--- config.mk ---
export PLATFORM = sky130hd
export DESIGN_NAME = param_counter_bank_flat
export DESIGN_NICKNAME = d
export VERILOG_FILES = /design/src/rtl/param_counter_bank_if.sv /design/src/rtl/param_counter_bank.sv /design/src/flat_wrapper.sv
export SDC_FILE = /design/constraint.sdc
export NUM_CORES = 1
export LEC_CHECK = 0
export CAP_MARGIN = 20
export CORE_UTILIZATION = 54
export CTS_CLUSTER_SIZE = 28
export DETAILED_ROUTE_END_ITERATION = 7
export PLACE_DENSITY = 0.93
export RECOVER_POWER = 25
export SLEW_MARGIN = 20
export SYNTH_ARGS = -nofsm -noshare
export SYNTH_HDL_FRONTEND = slang
export SYNTH_SLANG_ARGS = --single-unit
--- constraint.sdc ---
create_clock -name clock -period 3.21 [get_ports clock]
set_input_delay 0.642 -clock clock [delete_from_list [all_inputs] [get_ports clock]]
set_output_delay 0.642 -clock clock [all_outputs]
set_load 0.01 [all_outputs]
--- src/rtl/param_counter_bank_if.sv ---
// Bus bundle for param_counter_bank: control strobes, shared limit/mode, and the count/tc/ready outputs.
// The master modport drives the controls; the slave modport is the counter bank side.
interface param_counter_bank_if #(
  parameter int WIDTH    = 16,
  parameter int CHANNELS = 4
);
  logic                        clear;
  logic [CHANNELS-1:0]         en;
  logic [CHANNELS-1:0]         up;
  logic [CHANNELS-1:0]         load;
  logic [CHANNELS*WIDTH-1:0]   load_val;
  logic [WIDTH-1:0]            modulo;
  logic                        sat_mode;
  logic [CHANNELS*WIDTH-1:0]   count;
  logic [CHANNELS-1:0]         tc;
  logic                        ready;

  modport master (
    output clear, en, up, load, load_val, modulo, sat_mode,
    input  count, tc, ready
  );

  modport slave (
    input  clear, en, up, load, load_val, modulo, sat_mode,
    output count, tc, ready
  );
endinterface

--- src/rtl/param_counter_bank.sv ---
// Bank of independent up/down counters sharing one modulo limit and one wrap/saturate mode.
// Each channel pulses tc for one cycle after every boundary step.
module param_counter_bank #(
  parameter int WIDTH       = 16,
  parameter int CHANNELS    = 4,
  parameter int SYNC_STAGES = 2
) (
  input  logic                  clock,
  input  logic                  resetN,
  param_counter_bank_if.slave   bus
);

  localparam logic [WIDTH-1:0] ONE = {{(WIDTH-1){1'b0}}, 1'b1};

  logic [SYNC_STAGES-1:0] sync_q;
  logic                   ready;
  logic [WIDTH-1:0]       cnt_q [CHANNELS];
  logic [CHANNELS-1:0]    tc_q;

  // Reset asserts asynchronously but releases only after the shift register fills with 1s.
  always_ff @(posedge clock or negedge resetN) begin
    if (!resetN) begin
      sync_q <= '0;
    end else begin
      sync_q <= {sync_q[SYNC_STAGES-2:0], 1'b1};
    end
  end

  assign ready = sync_q[SYNC_STAGES-1];

  always_ff @(posedge clock or negedge resetN) begin
    if (!resetN) begin
      for (int i = 0; i < CHANNELS; i++) begin
        cnt_q[i] <= '0;
      end
      tc_q <= '0;
    end else if (!ready) begin
      tc_q <= '0;
    end else begin
      for (int i = 0; i < CHANNELS; i++) begin
        tc_q[i] <= 1'b0;
        if (bus.clear) begin
          cnt_q[i] <= '0;
        end else if (bus.load[i]) begin
          cnt_q[i] <= bus.load_val[i*WIDTH +: WIDTH];
        end else if (bus.en[i]) begin
          if (bus.up[i]) begin
            // >= rather than == so a count loaded above the limit still hits the boundary.
            if (cnt_q[i] >= bus.modulo) begin
              tc_q[i] <= 1'b1;
              if (!bus.sat_mode) begin
                cnt_q[i] <= '0;
              end
            end else begin
              cnt_q[i] <= cnt_q[i] + ONE;
            end
          end else begin
            if (cnt_q[i] == '0) begin
              tc_q[i] <= 1'b1;
              if (!bus.sat_mode) begin
                cnt_q[i] <= bus.modulo;
              end
            end else begin
              cnt_q[i] <= cnt_q[i] - ONE;
            end
          end
        end
      end
    end
  end

  for (genvar g = 0; g < CHANNELS; g++) begin : g_count_out
    assign bus.count[g*WIDTH +: WIDTH] = cnt_q[g];
  end

  assign bus.tc    = tc_q;
  assign bus.ready = ready;

endmodule

--- src/flat_wrapper.sv ---
// flat-port wrapper written by rule: the top's interface ports become plain ports
module param_counter_bank_flat 
#(
  parameter int WIDTH       = 16,
  parameter int CHANNELS    = 4,
  parameter int SYNC_STAGES = 2
)
  (clock, resetN, bus_clear, bus_en, bus_up, bus_load, bus_load_val, bus_modulo, bus_sat_mode, bus_count, bus_tc, bus_ready);
  param_counter_bank_if #(.WIDTH(WIDTH), .CHANNELS(CHANNELS)) bus_i ();
  input  logic clock;
  input  logic resetN;
  input wire logic [$bits(bus_i.clear)-1:0] bus_clear;
  input wire logic [$bits(bus_i.en)-1:0] bus_en;
  input wire logic [$bits(bus_i.up)-1:0] bus_up;
  input wire logic [$bits(bus_i.load)-1:0] bus_load;
  input wire logic [$bits(bus_i.load_val)-1:0] bus_load_val;
  input wire logic [$bits(bus_i.modulo)-1:0] bus_modulo;
  input wire logic [$bits(bus_i.sat_mode)-1:0] bus_sat_mode;
  output wire logic [$bits(bus_i.count)-1:0] bus_count;
  output wire logic [$bits(bus_i.tc)-1:0] bus_tc;
  output wire logic [$bits(bus_i.ready)-1:0] bus_ready;
  assign bus_i.clear = bus_clear;
  assign bus_i.en = bus_en;
  assign bus_i.up = bus_up;
  assign bus_i.load = bus_load;
  assign bus_i.load_val = bus_load_val;
  assign bus_i.modulo = bus_modulo;
  assign bus_i.sat_mode = bus_sat_mode;
  assign bus_count = bus_i.count;
  assign bus_tc = bus_i.tc;
  assign bus_ready = bus_i.ready;
  param_counter_bank #(.WIDTH(WIDTH), .CHANNELS(CHANNELS), .SYNC_STAGES(SYNC_STAGES)) u_core (.clock(clock), .resetN(resetN), .bus(bus_i));
endmodule
Yosys cells after proc, flatten, opt, wreduce, memory -nomap -nowiden
Index checks and enable logic that the tools add are counted.

Equality and inequality tests: 8. Reductions and logical operators: 12. Multiplexer cells: 51. Add/sub/neg operators: 8. Order comparisons: 4.

Operator list (number): two-way mux 16 bit (26); adder 16 x 1 -> 16 bit, second input constant (4); greater-or-equal comparator 16 bit (4); zero test 16 bit (4); subtractor 16 x 1 -> 16 bit, second input constant (4); inequality test 5 bit, second input constant (8); two-way mux 1 bit (24); AND reduction 4 bit (4); nonzero test 3 bit (4); two-way mux 4 bit (1).

Input port bits: 96. Flip-flop bits (word level): 70. Word-level logic and storage cells: 89. Output and inout bits: 69.

Longest topological paths before layout
Depth in word-level cells: 7. Depth in mapped cells: 12. Mapped depth without buffers: 9.

Worst setup path before layout
OpenSTA, ideal clock, no wires.

Path kind: register -> register. Start: register u_core.cnt_q, in the netlist u_core.bus.count[48]. End: register u_core.cnt_q, in the netlist u_core.bus.count[62]. Slack: 308 ps. Period minus slack after synthesis: 2902 ps. Arrival time: 2781 ps. Stages on the path, launching flop included: 12. Required time: 3088 ps. Setup time: 122 ps. Buffers on the path: 3. Path through: dfrtp_1 > clkbuf_1 > inv_1 > ha_1 > nand2b_1 > a2111o_1 > a31oi_1 > nand2_1 > a41o_1 > clkbuf_1 > clkbuf_1 > a32o_1.

Longest elaborated chain between the ends: 6. Elaborated cells between the ends (all ways): 13. Classes of those cells: 2 x add/sub; 1 x order compare; 2 x eq/ne; 6 x mux; 2 x reduce/logical.

RTL lines: from (decl) (line param_counter_bank.sv:17) `logic [WIDTH-1:0] cnt_q [CHANNELS];`; from (signal, indexed assignment) (line param_counter_bank.sv:45) `cnt_q[i] <= bus.load_val[i*WIDTH +: WIDTH];`; from (signal, indexed assignment) (line param_counter_bank.sv:55) `cnt_q[i] <= cnt_q[i] + ONE;`; from (signal, indexed assignment) (line param_counter_bank.sv:61) `cnt_q[i] <= bus.modulo;`; subtractor 16 x 1 -> 16 bit, or another cell as far along (line param_counter_bank.sv:64) `cnt_q[i] <= cnt_q[i] - ONE;`; two-way mux 16 bit, on equally long branches (line param_counter_bank.sv:58, param_counter_bank.sv:49); two-way mux 16 bit (line param_counter_bank.sv:47) `if (bus.up[i]) begin`; two-way mux 16 bit (line param_counter_bank.sv:46) `end else if (bus.en[i]) begin`; two-way mux 16 bit (line param_counter_bank.sv:44) `end else if (bus.load[i]) begin`; two-way mux 16 bit (line param_counter_bank.sv:42) `if (bus.clear) begin`.

Several ways; a longest one is shown, not always the timed one. The select of a mux whose other input is x is not followed. A chain may end at the register's enable or synchronous reset.

Worst setup path after layout
Start: input port bus_modulo[12]. End: register u_core.cnt_q, in the netlist u_core.bus.count[0].

Longest elaborated chain between the ends: 6. Elaborated cells between the ends (all ways): 8. Classes of those cells: 1 x order compare; 1 x eq/ne; 5 x mux; 1 x reduce/logical.

RTL lines: from (decl) (line flat_wrapper.sv:17) `input wire logic [$bits(bus_i.modulo)-1:0] bus_modulo;`; greater-or-equal comparator 16 bit (*) (line param_counter_bank.sv:49) `if (cnt_q[i] >= bus.modulo) begin`; two-way mux 16 bit (line param_counter_bank.sv:49); two-way mux 16 bit (line param_counter_bank.sv:47); two-way mux 16 bit (line param_counter_bank.sv:46); two-way mux 16 bit (line param_counter_bank.sv:44); two-way mux 16 bit (line param_counter_bank.sv:42).

Mark *: on every way between the ends. The rest lies on a longest branch, timed or not. The select of a mux whose other input is x is not followed.

==> Flow_metrics.wiki <==
{| class="wikitable"
! Metric !! Value
|-
| Outcome || finished, violations left
|-
| Violations in the final reports || capacitance limit, slew limit
|-
| Multi-input combinational cell area || 6040 um^2
|-
| Switching power share of the total || 0.404
|-
| Maximum Capacitance Violations || 1
|-
| Critical setup path kind || primary input to flip-flop
|-
| Number of rows in the core area || 44
|-
| Share of power burned in registers || 0.272
|-
| Global-route wire length before repair || roughly 52000 um
|-
| Overall die height || ~130 um
|-
| Clock H-tree levels || 3
|-
| Data required time at the worst endpoint || approximately 3400 ps
|-
| Final worst path period share || 0.971
|-
| Number of DRC violations after detailed-routing iteration 0 || 1476
|-
| Final HPWL from detailed placement || approximately 25000 um
|-
| Flop and latch count out of synthesis || 70
|-
| Portion of synthesized cell area occupied by the leading cell type || 0.212
|-
| Final Hold Violating Endpoints || 0
|-
| Area added between synthesis and finish || 35.7%
|-
| Tightest slew margin relative to the limit || -0.252
|-
| Clock latency on the worst-skew pair || approximately 360 ps
|-
| Routed via count || 10400
|-
| CTS Buf Count || 9
|-
| Post-route clock skew || between 10 and 15 ps
|-
| Worst supply voltage drop on vdd || roughly 270 uV
|-
| Pre-CTS WS || -360 ps
|-
| Internal power component || 2.63 mW
|-
| Cell type with the highest aggregate area in the netlist || sky130_fd_sc_hd__dfrtp_1
|-
| Post-DP Area || 10900 um^2
|-
| IO Count || about 170
|-
| Vias in the first global route || approximately 9700
|-
| Largest fanout on the critical path || 5
|-
| Top cell types by occurrence after synthesis || sky130_fd_sc_hd__nand2_1 (129), sky130_fd_sc_hd__nor2_1 (102), sky130_fd_sc_hd__ha_1 (73)
|-
| Power Dens Cells || about 400 nW/um^2
|-
| Post-CTS Hold Buffers || 0
|-
| Clock network power share || 0.226
|-
| Routed wire per std cell || roughly 22 um
|-
| First-pass detailed-route iteration total || 8
|-
| Count of yosys warnings during synthesis || 0
|-
| Worst Tran Pin Value || between 1500 and 2000 ps
|-
| Startpoint types || primary input
|-
| Achievable clock frequency || 321 MHz
|-
| Total setup violations reported at the end of the flow || 0
|-
| Clock transition at the register clock pins on the worst setup and hold paths after CTS || approximately 60 ps
|-
| Class of the worst hold path || flip-flop to flip-flop
|-
| Minimum clock period after layout || approximately 3100 ps
|-
| PnR Total Power || 4.41 mW
|-
| Post-detailed-routing wire length || between 30000 and 40000 um
|-
| Pins Over Slew Limit || 32
|-
| Initial antenna violation count || 2
|-
| Cell area after layout || between 10000 and 15000 um^2
|-
| CP Data Arrival Time || 3340 ps
|-
| All-layer global routing usage || 0.422
|-
| Comb power frac || 0.502
|-
| Final weighted congestion in routability-driven placement || 1.05
|-
| Most numerous cell in the Yosys netlist || sky130_fd_sc_hd__nand2_1
|-
| Count of buffers from port buffering || 164
|-
| Synthesized cell area || between 8000 and 9000 um^2
|-
| Final critical-path setup slack || around 93 ps
|-
| Core region area || approximately 15000 um^2
|-
| EDFF count, synth || 0
|-
| CTS Buffer Depth || 2
|-
| Synth Net Count || around 1300
|-
| Area occupied by registers || approximately 1800 um^2
|-
| Sequential element share of the synthesized area || 0.212
|-
| Synth area leaders || sky130_fd_sc_hd__dfrtp_1 (21%), sky130_fd_sc_hd__ha_1 (11%), sky130_fd_sc_hd__nand2_1 (5.9%), sky130_fd_sc_hd__nor2_1 (4.6%), sky130_fd_sc_hd__o21ai_0 (4.2%)
|-
| Leakage power summed over all cells || approximately 4.8 nW
|-
| Share of final-layout standard cells stronger than drive strength 1 || 0.140
|-
| Post-route ant nets || 0
|-
| Die Area || between 15000 and 20000 um^2
|-
| Filler cells || ~1100
|-
| Maximum number of pins on one net before global-route repair || between 40 and 50
|-
| Cells after Synth || around 1100
|-
| Overall overflow remaining after global route || 0
|-
| Critical path endpoint category || flip-flop
|-
| Number of design rule violations left after detail routing || 0
|-
| Die X || 126 um
|-
| Root buffer cell || sky130_fd_sc_hd__clkbuf_16
|-
| Per-instance average area after synthesis || around 7.5 um^2
|-
| Initial core utilization || 0.561
|-
| Share of flip-flops with an asynchronous set or reset || 1.00
|-
| Detail-routed via count per cell || just under 7
|-
| TritonCTS Sinks || 70
|-
| CTS tree || yes
|-
| Net switching power || between 1.5 and 2 mW
|-
| Final-stage net count || 1511
|-
| Top_reg_cell synth || sky130_fd_sc_hd__dfrtp_1
|-
| Number of different library cells in the post-synthesis netlist || 82
|}
==> cell usage in the layout (no fill, tap or decap), drive strengths merged, types with 15 or more instances in the layout <==
cell type	n
xor2	24
o21ai	72
xnor2	28
nand4	24
clkdlybuf4s50	161
a31oi	25
a21oi	56
nand2	129
a22oi	16
nor2	103
or3	16
dfrtp	70
nand3	34
and3	18
inv	41
nor4	23
a211oi	15
nor3	34
ha	73
buf	143
==> sequential cells by signal, summed over array words and instances, names as in the netlist <==
signal,cells
u_core.sync_q,2
u_core.bus.tc,4
u_core.bus.count,64
==> repair_timing <==
item,CTS,global route
pin swaps,0,4
resized for setup,1,11
setup buffers,0,4
setup endpoints to repair,2,36
gates cloned,0,1
==> worst max-delay path: stages <==
cell and delay (ps):
sky130_fd_sc_hd__clkdlybuf4s50_1 530, sky130_fd_sc_hd__inv_1 150, sky130_fd_sc_hd__ha_1 300, sky130_fd_sc_hd__and4_1 210, sky130_fd_sc_hd__nand2_1 90, sky130_fd_sc_hd__or4_1 560
sky130_fd_sc_hd__nand4_1 160, sky130_fd_sc_hd__buf_4 180, sky130_fd_sc_hd__a31oi_1 80, sky130_fd_sc_hd__o21ai_0 180, sky130_fd_sc_hd__buf_4 160, sky130_fd_sc_hd__o21ai_0 90
==> through the flow <==
step | hold slack, ps | setup TNS, ps | util | instances
after floorplan | 331 | 0 | - | 1099
after global placement | 342 | -5270 | 0.738 | 1510
after detailed placement | 343 | -10990 | 0.738 | 1510
after CTS | 357 | 0 | 0.757 | 1523
after global routing | 372 | -89.7 | 0.761 | 1528
final | 359 | 0 | 0.761 | 1529
==> power groups by stage <==
stage | Clock (mW) | Sequential [mW] | Combinational (mW)
2_1_floorplan | 0 | 1.17 | 1.18
3_3_place_gp | 0 | 1.20 | 2.08
3_5_place_dp | 0 | 1.20 | 2.12
4_1_cts | 0.991 | 1.19 | 2.14
5_1_grt | 1.03 | 1.21 | 2.37
6_report | 0.997 | 1.20 | 2.21
==> path summary, 6_finish.rpt <==
check	from	end	slack, ps	cells past startpoint
worst max register to register	u_core.bus.count[32]$_DFFE_PN0P_	u_core.bus.count[38]$_DFFE_PN0P_	430	10
min in group asynchronous	resetN	u_core.bus.count[1]$_DFFE_PN0P_	790	1
max in group asynchronous	resetN	u_core.bus.count[42]$_DFFE_PN0P_	490	2
worst min register to register	u_core.sync_q[0]$_DFF_PN0_	u_core.sync_q[1]$_DFF_PN0_	360	0
worst max-delay path	bus_modulo[12]	u_core.bus.count[0]$_DFFE_PN0P_	90	12
worst min-delay path	u_core.sync_q[0]$_DFF_PN0_	u_core.sync_q[1]$_DFF_PN0_	360	0
==> area by class of cell <==
type | count | area share
Clock inverter | 2 | 0.00312
Clock buffer | 11 | 0.0216
Antenna cell | 1 | 0.000223
Inverter | 44 | 0.0150
Sequential cell | 70 | 0.156
Timing Repair Buffer | 308 | 0.245
Tap cell | 184 | 0.0205
Multi-Input combinational cell | 909 | 0.538
==> metal layers <==
metal | track usage | up-vias | routed length, um
li1 | - | 4647 | -
met1 | 0.543 | 4786 | 12800
met2 | 0.658 | 821 | 14900
met3 | 0.0820 | 175 | 4250
met4 | 0.251 | 2 | 2010
met5 | 0 | - | 11
==> cells by family (layout without fill, tap and decap cells) <==
| group | count (synthesis) | count (layout) | synth area share |
|---|---|---|---|
| adders and majority gates | 73 | 73 | 0.110 |
| muxes | 18 | 18 | 0.0225 |
| buffers and inverters | 121 | 365 | 0.0633 |
| other | 1 | 2 | 0.000453 |
| xor gates and xnor gates | 52 | 52 | 0.0550 |
| DFF | 70 | 70 | 0.212 |
| AOI/OAI and AO/OA | 319 | 320 | 0.266 |
| and+or+nand+nor | 445 | 445 | 0.271 |
Power figures use the tool's default switching activity.
